File: src/rtl/noc_pkg.sv
// -----------------------------------------------------------------------------
// noc_pkg
// Shared definitions for the router datapath: flit layout, direction codes,
// flit type codes and the switch-allocator state encoding.
// -----------------------------------------------------------------------------
package noc_pkg;

    // Flit layout: src [39:36], dst [35:32], timestamp [31:24], data [23:2], type [1:0]
    localparam int DATASIZE = 40;
    localparam int SRC_MSB  = 39;
    localparam int SRC_LSB  = 36;
    localparam int DST_MSB  = 35;
    localparam int DST_LSB  = 32;
    localparam int TS_MSB   = 31;
    localparam int TS_LSB   = 24;
    localparam int TYPE_MSB = 1;
    localparam int TYPE_LSB = 0;

    // Direction codes produced by route computation
    localparam logic [3:0] DIR_L    = 4'b0000;
    localparam logic [3:0] DIR_W    = 4'b0001;
    localparam logic [3:0] DIR_E    = 4'b0010;
    localparam logic [3:0] DIR_N    = 4'b0100;
    localparam logic [3:0] DIR_S    = 4'b1000;
    localparam logic [3:0] DIR_NONE = 4'b1111;

    typedef enum logic [1:0] {
        TYPE_SINGLE = 2'b00,
        TYPE_HEAD   = 2'b01,
        TYPE_BODY   = 2'b10,
        TYPE_TAIL   = 2'b11
    } flit_type_e;

    typedef enum logic {
        SA_IDLE   = 1'b0,
        SA_LOCKED = 1'b1
    } sa_state_e;

endpackage

File: src/rtl/rr_arbiter.sv
// -----------------------------------------------------------------------------
// rr_arbiter
// Combinational rotating-priority arbiter. The requester just after rr_ptr
// has highest priority; the search wraps modulo N.
//
// Ports:
//   req    [N-1:0]  request vector
//   rr_ptr [IW-1:0] index of the last winner (lowest priority next time)
//   grant  [N-1:0]  one-hot grant, all zero when no request
//   winner [IW-1:0] index of the granted requester (0 when none)
// -----------------------------------------------------------------------------
module rr_arbiter #(
    parameter  int N  = 5,
    localparam int IW = (N > 1) ? $clog2(N) : 1
) (
    input  logic [N-1:0]  req,
    input  logic [IW-1:0] rr_ptr,
    output logic [N-1:0]  grant,
    output logic [IW-1:0] winner
);

    logic found;

    // NOTE: combinational blocks use blocking '=' and assign every output a
    // default before any branch, so no path leaves a value held (no latch).
    always_comb begin
        grant  = '0;
        winner = '0;
        found  = 1'b0;
        // First pass: indices above the pointer.
        for (int i = 0; i < N; i++) begin
            if (!found && req[i] && (i > int'(rr_ptr))) begin
                found    = 1'b1;
                grant[i] = 1'b1;
                winner   = IW'(i);
            end
        end
        // Second pass: wrap around to indices at or below the pointer.
        for (int i = 0; i < N; i++) begin
            if (!found && req[i] && (i <= int'(rr_ptr))) begin
                found    = 1'b1;
                grant[i] = 1'b1;
                winner   = IW'(i);
            end
        end
    end

endmodule

File: src/rtl/sa_port_arbiter.sv
// -----------------------------------------------------------------------------
// sa_port_arbiter
// Switch allocator for one router output port. Picks one route-computation
// stage round-robin, forwards its flit into a one-entry output register and
// keeps the port locked to that input from head flit to tail flit.
//
// Ports:
//   sa_clk     clock
//   rst        synchronous active-high reset
//   valid_in   [NUM_IN]           flit present at input i
//   dir_in     [4*NUM_IN]         direction code of input i, slice [4i+3:4i]
//   data_in    [DATASIZE*NUM_IN]  flit of input i
//   out_ready  downstream FIFO accepts a flit this cycle
//   grant_out  [NUM_IN]  one-hot, combinational: input i consumed at this edge
//   data_out   [DATASIZE] registered flit toward downstream
//   valid_out  data_out holds a valid flit
//   lock_busy  registered: port locked to one input
//   proto_err  sticky protocol-error flag
// -----------------------------------------------------------------------------
module sa_port_arbiter
    import noc_pkg::*;
#(
    parameter int         NUM_IN   = 5,
    parameter int         DATASIZE = noc_pkg::DATASIZE,
    parameter logic [3:0] PORT_DIR = 4'b0010
) (
    input  logic                       sa_clk,
    input  logic                       rst,
    input  logic [NUM_IN-1:0]          valid_in,
    input  logic [4*NUM_IN-1:0]        dir_in,
    input  logic [DATASIZE*NUM_IN-1:0] data_in,
    input  logic                       out_ready,
    output logic [NUM_IN-1:0]          grant_out,
    output logic [DATASIZE-1:0]        data_out,
    output logic                       valid_out,
    output logic                       lock_busy,
    output logic                       proto_err
);

    localparam int IW = (NUM_IN > 1) ? $clog2(NUM_IN) : 1;

    sa_state_e             state, state_nxt;
    logic [IW-1:0]         rr_ptr, rr_ptr_nxt;
    logic [IW-1:0]         lock_idx, lock_idx_nxt;
    logic [IW-1:0]         arb_winner, sel_idx;
    logic [NUM_IN-1:0]     req, arb_grant;
    logic                  load_en, load, err_set;
    logic [DATASIZE-1:0]   sel_flit;
    flit_type_e            sel_type;

    logic [3:0]            dir  [NUM_IN];
    logic [DATASIZE-1:0]   flit [NUM_IN];

    for (genvar g = 0; g < NUM_IN; g++) begin : g_unpack
        assign dir[g]  = dir_in[4*g +: 4];
        assign flit[g] = data_in[DATASIZE*g +: DATASIZE];
    end

    // A "no route" code never requests, even if PORT_DIR were set to it.
    always_comb begin
        req = '0;
        for (int i = 0; i < NUM_IN; i++) begin
            req[i] = valid_in[i] && (dir[i] == PORT_DIR) && (dir[i] != DIR_NONE);
        end
    end

    rr_arbiter #(.N(NUM_IN)) u_rr_arbiter (
        .req    (req),
        .rr_ptr (rr_ptr),
        .grant  (arb_grant),
        .winner (arb_winner)
    );

    // Output register is free when empty or being drained this cycle.
    assign load_en = !valid_out || out_ready;

    // Grant and source selection. While locked, dir_in is ignored and only
    // the owning input is considered.
    always_comb begin
        grant_out = '0;
        sel_idx   = lock_idx;
        case (state)
            SA_IDLE: begin
                sel_idx = arb_winner;
                if (load_en) grant_out = arb_grant;
            end
            SA_LOCKED: begin
                grant_out[lock_idx] = valid_in[lock_idx] && load_en;
            end
            default: ;
        endcase
    end

    assign load     = |grant_out;
    assign sel_flit = flit[sel_idx];
    assign sel_type = flit_type_e'(sel_flit[TYPE_MSB:TYPE_LSB]);

    // Next state. A flit is always forwarded once granted; bad type
    // sequences only raise proto_err.
    always_comb begin
        state_nxt    = state;
        rr_ptr_nxt   = rr_ptr;
        lock_idx_nxt = lock_idx;
        err_set      = 1'b0;
        if (load) begin
            case (state)
                SA_IDLE: begin
                    rr_ptr_nxt = sel_idx;
                    case (sel_type)
                        TYPE_HEAD: begin
                            state_nxt    = SA_LOCKED;
                            lock_idx_nxt = sel_idx;
                        end
                        TYPE_BODY: err_set = 1'b1;
                        default:   ;
                    endcase
                end
                SA_LOCKED: begin
                    case (sel_type)
                        TYPE_TAIL:   state_nxt = SA_IDLE;
                        TYPE_SINGLE: begin
                            err_set   = 1'b1;
                            state_nxt = SA_IDLE;
                        end
                        TYPE_HEAD:   err_set = 1'b1;
                        default:     ;
                    endcase
                end
                default: ;
            endcase
        end
    end

    // NOTE: state registers use non-blocking '<=' so every flop samples the
    // pre-edge values regardless of statement order.
    always_ff @(posedge sa_clk) begin
        if (rst) begin
            state     <= SA_IDLE;
            rr_ptr    <= IW'(NUM_IN - 1);
            lock_idx  <= '0;
            data_out  <= '0;
            valid_out <= 1'b0;
            lock_busy <= 1'b0;
            proto_err <= 1'b0;
        end else begin
            state     <= state_nxt;
            rr_ptr    <= rr_ptr_nxt;
            lock_idx  <= lock_idx_nxt;
            lock_busy <= (state_nxt == SA_LOCKED);
            proto_err <= proto_err | err_set;
            if (load) begin
                data_out  <= sel_flit;
                valid_out <= 1'b1;
            end else if (out_ready) begin
                valid_out <= 1'b0;
            end
        end
    end

endmodule

File: config.mk
export PLATFORM = sky130hd
export DESIGN_NAME = sa_port_arbiter
export DESIGN_NICKNAME = d
export VERILOG_FILES = /design/src/rtl/noc_pkg.sv /design/src/rtl/rr_arbiter.sv /design/src/rtl/sa_port_arbiter.sv
export SDC_FILE = /design/constraint.sdc
export NUM_CORES = 1
export LEC_CHECK = 0
export ABC_AREA = 1
export ABC_CLOCK_PERIOD_IN_PS = 4300
export CAP_MARGIN = 5
export CORE_AREA = 2 2 107 109
export DETAILED_ROUTE_END_ITERATION = 16
export DIE_AREA = 0 0 109 111
export DONT_BUFFER_PORTS = 1
export PLACE_DENSITY = 0.47
export SLEW_MARGIN = 20
export SYNTH_ARGS = -nofsm -noshare
export SYNTH_HDL_FRONTEND = slang
export SYNTH_SLANG_ARGS = --single-unit
File: constraint.sdc
create_clock -name sa_clk -period 4.3 [get_ports sa_clk]
set_input_delay 0.645 -clock sa_clk [delete_from_list [all_inputs] [get_ports sa_clk]]
set_output_delay 0.645 -clock sa_clk [all_outputs]
set_load 0.02 [all_outputs]
==> qor.txt, run 1 <==
outcome: completed
flip-flop and latch count after synthesis: 49
main flop type after synthesis: dfxtp_1
CTS hold repair buffers: 0
wire length of the first global-routing pass: 19.1 mm
Clk pin slew, worst setup/hold paths: 0.07 ns
height of the die: 111 um
synthesized-area fraction occupied by and/or/nand/nor cells: 0.330
first-iteration detailed-routing DRC count: 264
horizontal die dimension: 109 um
number of iterations in the first detailed-routing pass: 5
Cell variety after synth: 32
Yosys warning total: 0
unrepaired setup endpoints after global routing: no
Total GRT Usage: 0.196
number of nets in the finished design: 853
number of rows in the core area: 39
number of vias per cell after detailed routing: 5.54
slew at the pin closest to its max-slew limit: 0.901 ns
class of the tightest hold or removal check: primary input to register
leakage component of the power: 1.59 nW
HPWL after detailed placement: 9.26 mm
synthesis-to-finish area growth: 5.94%
number of setup violations in the final report: 0
peak supply drop: 0.164 mV
sequential cell area fraction in the yosys report: 0.260
multiplexer share of the synthesized area: 0
Clock Sinks: 49
main combinational cell family by area after synthesis: simple AND/OR/NAND/NOR gates
critical path type: register to register
fraction of the mapped netlist area in adder cells: 0.00664
via total after detailed routing: 4,243
Die ar.: 12,100 um^2
initial core utilization: 0.340
number of diodes: 0
maximum fanout encountered on the critical timing path: 43
top-level I/O count: 276
Max transition margin: 0.394
XOR/XNOR Fraction of Synth Area: 0
top cell types by occurrence after synthesis: 140 x nor2_1, 121 x nand2_1, 111 x o21ai_0
most common cell in the synthesized netlist: nor2_1
hold violation total from the final report: 0
TritonCTS clock tree: done
nature of the critical path endpoint: register
final routed DRC violation total: 0
WP data required: 4.52 ns
buffer depth of the longest clock path: 2
final setup TNS: 0 ns
vias in the first global route: 3,888
GPL Wtd Cong: 0.904
min Tclk post-route: 3.18 ns
root buffer selected by CTS: clkbuf_16
maximum frequency from static timing analysis: 314 MHz
number of port buffers: 0
total routed wirelength: 12.7 mm
Avg Cell Area, Syn: 5.77 um^2
post-CTS setup buffer count: 0
final slew viol count: 0
detailed-route wire length per cell: 16.6 um
maximum number of pins on one net before global-route repair: 83
Skew-Pair Late Insertion Delay: 0.29 ns
number of H-tree levels: 2
area of the mapped netlist: 3770 um^2
number of antenna violations at the first check in global routing: 0
count of mapped cells out of synthesis: 654
CTS Buf Count: 5
top-area cell type share of the netlist area: 0.260
FILL cells: 1,212
Synth area leaders: dfxtp_1 26%, o21ai_0 15%, nor2_1 14%
final instance count without filler cells: 766
post-route clock period utilization: 0.741
complex-gate fraction of the synthesized area: 0.304
post-cts resize count: 0
Inst Count DP: 758
Worst EP arrival: 3.40 ns
layout cell share with drive strength beyond 1: 0.0578
number of enable-type register cells in the synthesized netlist: 0
net count after synthesis: 884
core region area: 11,100 um^2
post-route clock skew: 0.0116 ns
total design power: 1.45 mW
Critical Path Source Type: register
number of max-cap violations: 0
total overflow reported by the global router: 0
FFs w/ async S/R, synth: 0
remaining antenna violation count: 0
leading area contributor after synthesis: dfxtp_1
final-layout worst hold slack: 0.418 ns
ratio of total power to cell area: 363 nW/um^2
per-stage QoR:
stage / instance area (um^2) / setup WS (ns) / utilization
floorplan: 3770 / 1.53 / -
global placement: 3820 / 0.892 / 0.345
detailed placement: 3820 / 0.809 / 0.345
CTS: 3970 / 1.07 / 0.358
global route: 4000 / 0.672 / 0.361
finish: 4000 / 1.12 / 0.361
report_power, final:
part / total (mW) / switching [mW] / leakage (nW) / internal, mW
Sequential: 0.622 / 0.110 / 0.401 / 0.512
Combinational: 0.435 / 0.282 / 1.12 / 0.153
Clock: 0.393 / 0.165 / 0.0690 / 0.228
path summary, 6_finish.rpt:
check	depth (start not counted)	slack [ns]	startpoint	end
setup / recovery	16	1.12	lock_idx[1]$_SDFFE_PP0P_	lock_idx[0]$_SDFFE_PP0P_
setup reg to reg	16	1.12	lock_idx[1]$_SDFFE_PP0P_	lock_idx[0]$_SDFFE_PP0P_
hold / removal	1	0.42	rst	proto_err$_SDFF_PP0_
hold reg to reg	2	0.49	rr_ptr[0]$_SDFFE_PP0P_	rr_ptr[0]$_SDFFE_PP0P_
cells in the final DEF, fill, tap and decap left out, drive strengths merged:
cell,netlist,final
o221ai,1,1
o22ai,38,38
o21bai,2,2
a31oi,1,1
buf,17,9
o31ai,1,1
nand4,7,7
nor3,2,2
inv,40,40
ha,2,2
o21ai,127,127
nor2,144,144
nand3,19,19
a21oi,43,43
nor4,1,1
clkbuf,30,6
nand2,126,126
dfxtp,49,49
clkinvlp,0,1
or2,1,1
o211ai,2,2
and2,1,1
worst max-delay path: stages (launching register included):
cell      delay [ns]
dfxtp_1         0.36
inv_1           0.10
nor2_1          0.15
o21ai_0         0.11
o221ai_1        0.15
nand2_1         0.10
inv_1           0.08
nand2_1         0.06
o21ai_0         0.66
nor3_1          0.12
nand2_2         0.62
nand2_2         0.16
inv_2           0.14
nand2_2         0.11
nand2_1         0.07
nand2_1         0.05
nor2_1          0.08
layer usage:
metal  up-vias  share of wire  GRT usage
li1       2122              -          -
met1      1895           0.40      0.231
met2       209           0.49      0.348
met3        17          0.090     0.0464
met4         0          0.017     0.0581
met5         -              0          0
logic make-up after synthesis:
| family | after synthesis |
|---|---|
| adder cells (fa/ha/maj) | 2 |
| AO/OA/AOI/OAI | 215 |
| flip-flops | 49 |
| AND/OR/NAND/NOR | 301 |
| buffers and inverters | 87 |
area by class of cell:
type / count / area [um^2] / area share
clock buffer: 6 / 139 / 0.0348
sequential: 49 / 981 / 0.246
timing repair buffer: 9 / 113 / 0.0282
clock inverter: 1 / 7.51 / 0.00188
multi-input combinational: 518 / 2430 / 0.607
inverter: 40 / 150 / 0.0376
tap: 143 / 179 / 0.0448
registers in the layout, summed over array words and instances (netlist names):
register   count
data_out      40
lock_idx       3
rr_ptr         3
proto_err      1
state          1
valid_out      1
Note: power is estimated with default switching activity, not from simulation.
==> run 2: changes to the inputs <==
--- a/config.mk
+++ b/config.mk
@@ -6,7 +6,7 @@
 export NUM_CORES = 1
 export LEC_CHECK = 0
 export ABC_AREA = 1
-export ABC_CLOCK_PERIOD_IN_PS = 4300
+export ABC_CLOCK_PERIOD_IN_PS = 3080
 export CAP_MARGIN = 5
 export CORE_AREA = 2 2 107 109
 export DETAILED_ROUTE_END_ITERATION = 16
==> constraint.sdc (replaced) <==
create_clock -name sa_clk -period 3.08 [get_ports sa_clk]
set_input_delay 0.462 -clock sa_clk [delete_from_list [all_inputs] [get_ports sa_clk]]
set_output_delay 0.462 -clock sa_clk [all_outputs]
set_load 0.02 [all_outputs]
==> qor.txt, run 2 (synthesis results as in run 1) <==
outcome: completed
TritonCTS clock tree: done
min Tclk post-route: 2.69 ns (-0.495 ns)
number of antenna violations at the first check in global routing: 0 (unchanged)
horizontal die dimension: 109 um (unchanged)
hold violation total from the final report: 0 (unchanged)
Total GRT Usage: 0.210 (+0.0132)
ratio of total power to cell area: 521 nW/um^2 (+44%)
final setup TNS: 0 ns (unchanged)
uppermost layer routed: met4
most frequent cells in the layout: 140 x nor2_1, 120 x nand2_1, 111 x o21ai_0
Max transition margin: 0.388 (-0.00664)
critical path type: register to register
CTS Buf Count: 5 (unchanged)
WP data required: 3.27 ns (-1.25 ns)
synthesis-to-finish area growth: 8.33%
Skew-Pair Late Insertion Delay: 0.29 ns (about the same)
height of the die: 111 um (unchanged)
footprint of the flip-flops and latches: 981 um^2 (unchanged)
vias in the first global route: 3,976 (+2.3%)
final routed DRC violation total: 0 (unchanged)
number of diodes: 0 (unchanged)
total routed wirelength: 13.2 mm (+3.7%)
number of vias per cell after detailed routing: 5.57 (+0.63%)
total overflow reported by the global router: 0 (unchanged)
Largest register FFs: 40 (unchanged)
number of nets in the finished design: 863 (+1.2%)
initial core utilization: 0.340 (unchanged)
top-level I/O count: 276 (unchanged)
maximum frequency from static timing analysis: 372 MHz (+18%)
final slew viol count: 0 (unchanged)
maximum number of pins on one net before global-route repair: 49 (-41%)
post-route clock skew: 0.00653 ns (-0.00508 ns)
number of rows in the core area: 39 (unchanged)
number of port buffers: 0 (unchanged)
Clock Sinks: 49 (unchanged)
Die ar.: 12,100 um^2 (unchanged)
post-cts resize count: 0 (unchanged)
peak supply drop: 0.249 mV (+51%)
post-route clock period utilization: 0.873 (+0.132)
class of the tightest hold or removal check: primary input to register
slew at the pin closest to its max-slew limit: 0.918 ns (+0.0166 ns)
detailed-route wire length per cell: 17.0 um (+2.2%)
Worst EP arrival: 2.88 ns (-0.52 ns)
core region area: 11,100 um^2 (unchanged)
final-layout worst hold slack: 0.229 ns (-0.189 ns)
FILL cells: 1,226 (+1.2%)
layout cell share with drive strength beyond 1: 0.0741 (+0.0163)
unrepaired setup endpoints after global routing: no
post-CTS setup buffer count: 0 (unchanged)
most common cell after layout, fill and taps aside: nor2_1
number of iterations in the first detailed-routing pass: 5 (unchanged)
buffer depth of the longest clock path: 2 (unchanged)
remaining antenna violation count: 0 (unchanged)
number of H-tree levels: 2 (unchanged)
top register by number of flip-flops: data_out
HPWL after detailed placement: 10.1 mm (+9.5%)
CTS hold repair buffers: 0 (unchanged)
wire length of the first global-routing pass: 20.0 mm (+4.9%)
number of setup violations in the final report: 0 (unchanged)
GPL Wtd Cong: 0.898 (-0.67%)
sum of met2 wire segment lengths after detailed routing: 6.45 mm (+3.1%)
Clk pin slew, worst setup/hold paths: 0.07 ns (about the same)
number of max-cap violations: 0 (unchanged)
via total after detailed routing: 4,331 (+2.1%)
detailed-route wire length on metal 1: 5.33 mm (+4.5%)
detailed route wirelength on metal3: 1.20 mm (+4.7%)
area used by multi-input combinational logic: 2430 um^2 (unchanged)
first-iteration detailed-routing DRC count: 249 (-5.7%)
Critical Path Source Type: register
leakage component of the power: 1.65 nW (+3.7%)
maximum fanout encountered on the critical timing path: 7 (-84%)
leading registers by flop count: data_out (40), lock_idx (3), rr_ptr (3)
nature of the critical path endpoint: register
root buffer selected by CTS: clkbuf_16
## run 2: changes by cell type in the layout (fill, tap and decap cells not counted)
cell | before | now
clkbuf_8 | 1 | 0
inv_6 | 0 | 1
bufinv_16 | 0 | 1
clkinvlp_4 | 1 | 0
clkinv_2 | 0 | 1
buf_4 | 6 | 16
buf_16 | 1 | 0
buf_12 | 2 | 3
## run 2: worst max-delay path, stage by stage, from the launching register on
cell and delay [ns]:
dfxtp_1 0.34, nor2_1 0.26, nand4_2 0.23, nand3_2 0.17, nor2_4 0.05, nand4_1 0.10
nor2_1 0.07, nor2_1 0.11, o21ai_0 0.16, o21ai_4 0.15, inv_1 0.09, nand2_1 0.09
and2_1 0.18, inv_1 0.06, ha_1 0.19, nand2_2 0.14, nand2_1 0.07, nand2_1 0.06
nor2_1 0.05
## run 2: report_power, final
group          leakage [nW]  switching [mW]  internal, mW
logic                  1.17           0.397         0.222
registers             0.401           0.156         0.715
clock network        0.0842           0.254         0.385
## run 2: worst paths after layout
path,slack (ns),end,cells after the start,startpoint
min reg2reg,0.49,rr_ptr[0]$_SDFFE_PP0P_,2,rr_ptr[0]$_SDFFE_PP0P_
max reg2reg,0.39,lock_idx[2]$_SDFFE_PP0P_,18,rr_ptr[1]$_SDFFE_PP0P_
max,0.39,lock_idx[2]$_SDFFE_PP0P_,18,rr_ptr[1]$_SDFFE_PP0P_
min,0.23,state$_SDFFE_PP0P_,1,rst
## run 2: per-layer routing
metal / vias to the layer above / GRT usage
met4: 0 / 0.0632
met5: - / 0
met1: 1957 / 0.249
met2: 215 / 0.363
li1: 2141 / -
met3: 18 / 0.0553
## run 2: area by class of cell
class | instances | area share
clock buffers | 5 | 0.0306
clock inverters | 3 | 0.0107
well taps | 143 | 0.0438
multi-input cells | 518 | 0.594
flip-flops and latches | 49 | 0.240
repair buffers | 19 | 0.0441
inverters | 40 | 0.0368
## run 2: metrics by stage
stage	area [um^2]	power [mW]	util	worst slack, ns	std cells
after floorplan	3770	1.35	-	0.495	654
after global placement	3920	1.50	0.354	0.355	769
after detailed placement	3920	1.51	0.354	0.319	769
after CTS	4090	2.16	0.369	0.417	777
after global routing	4090	2.28	0.369	0.0669	777
final	4090	2.13	0.369	0.391	777
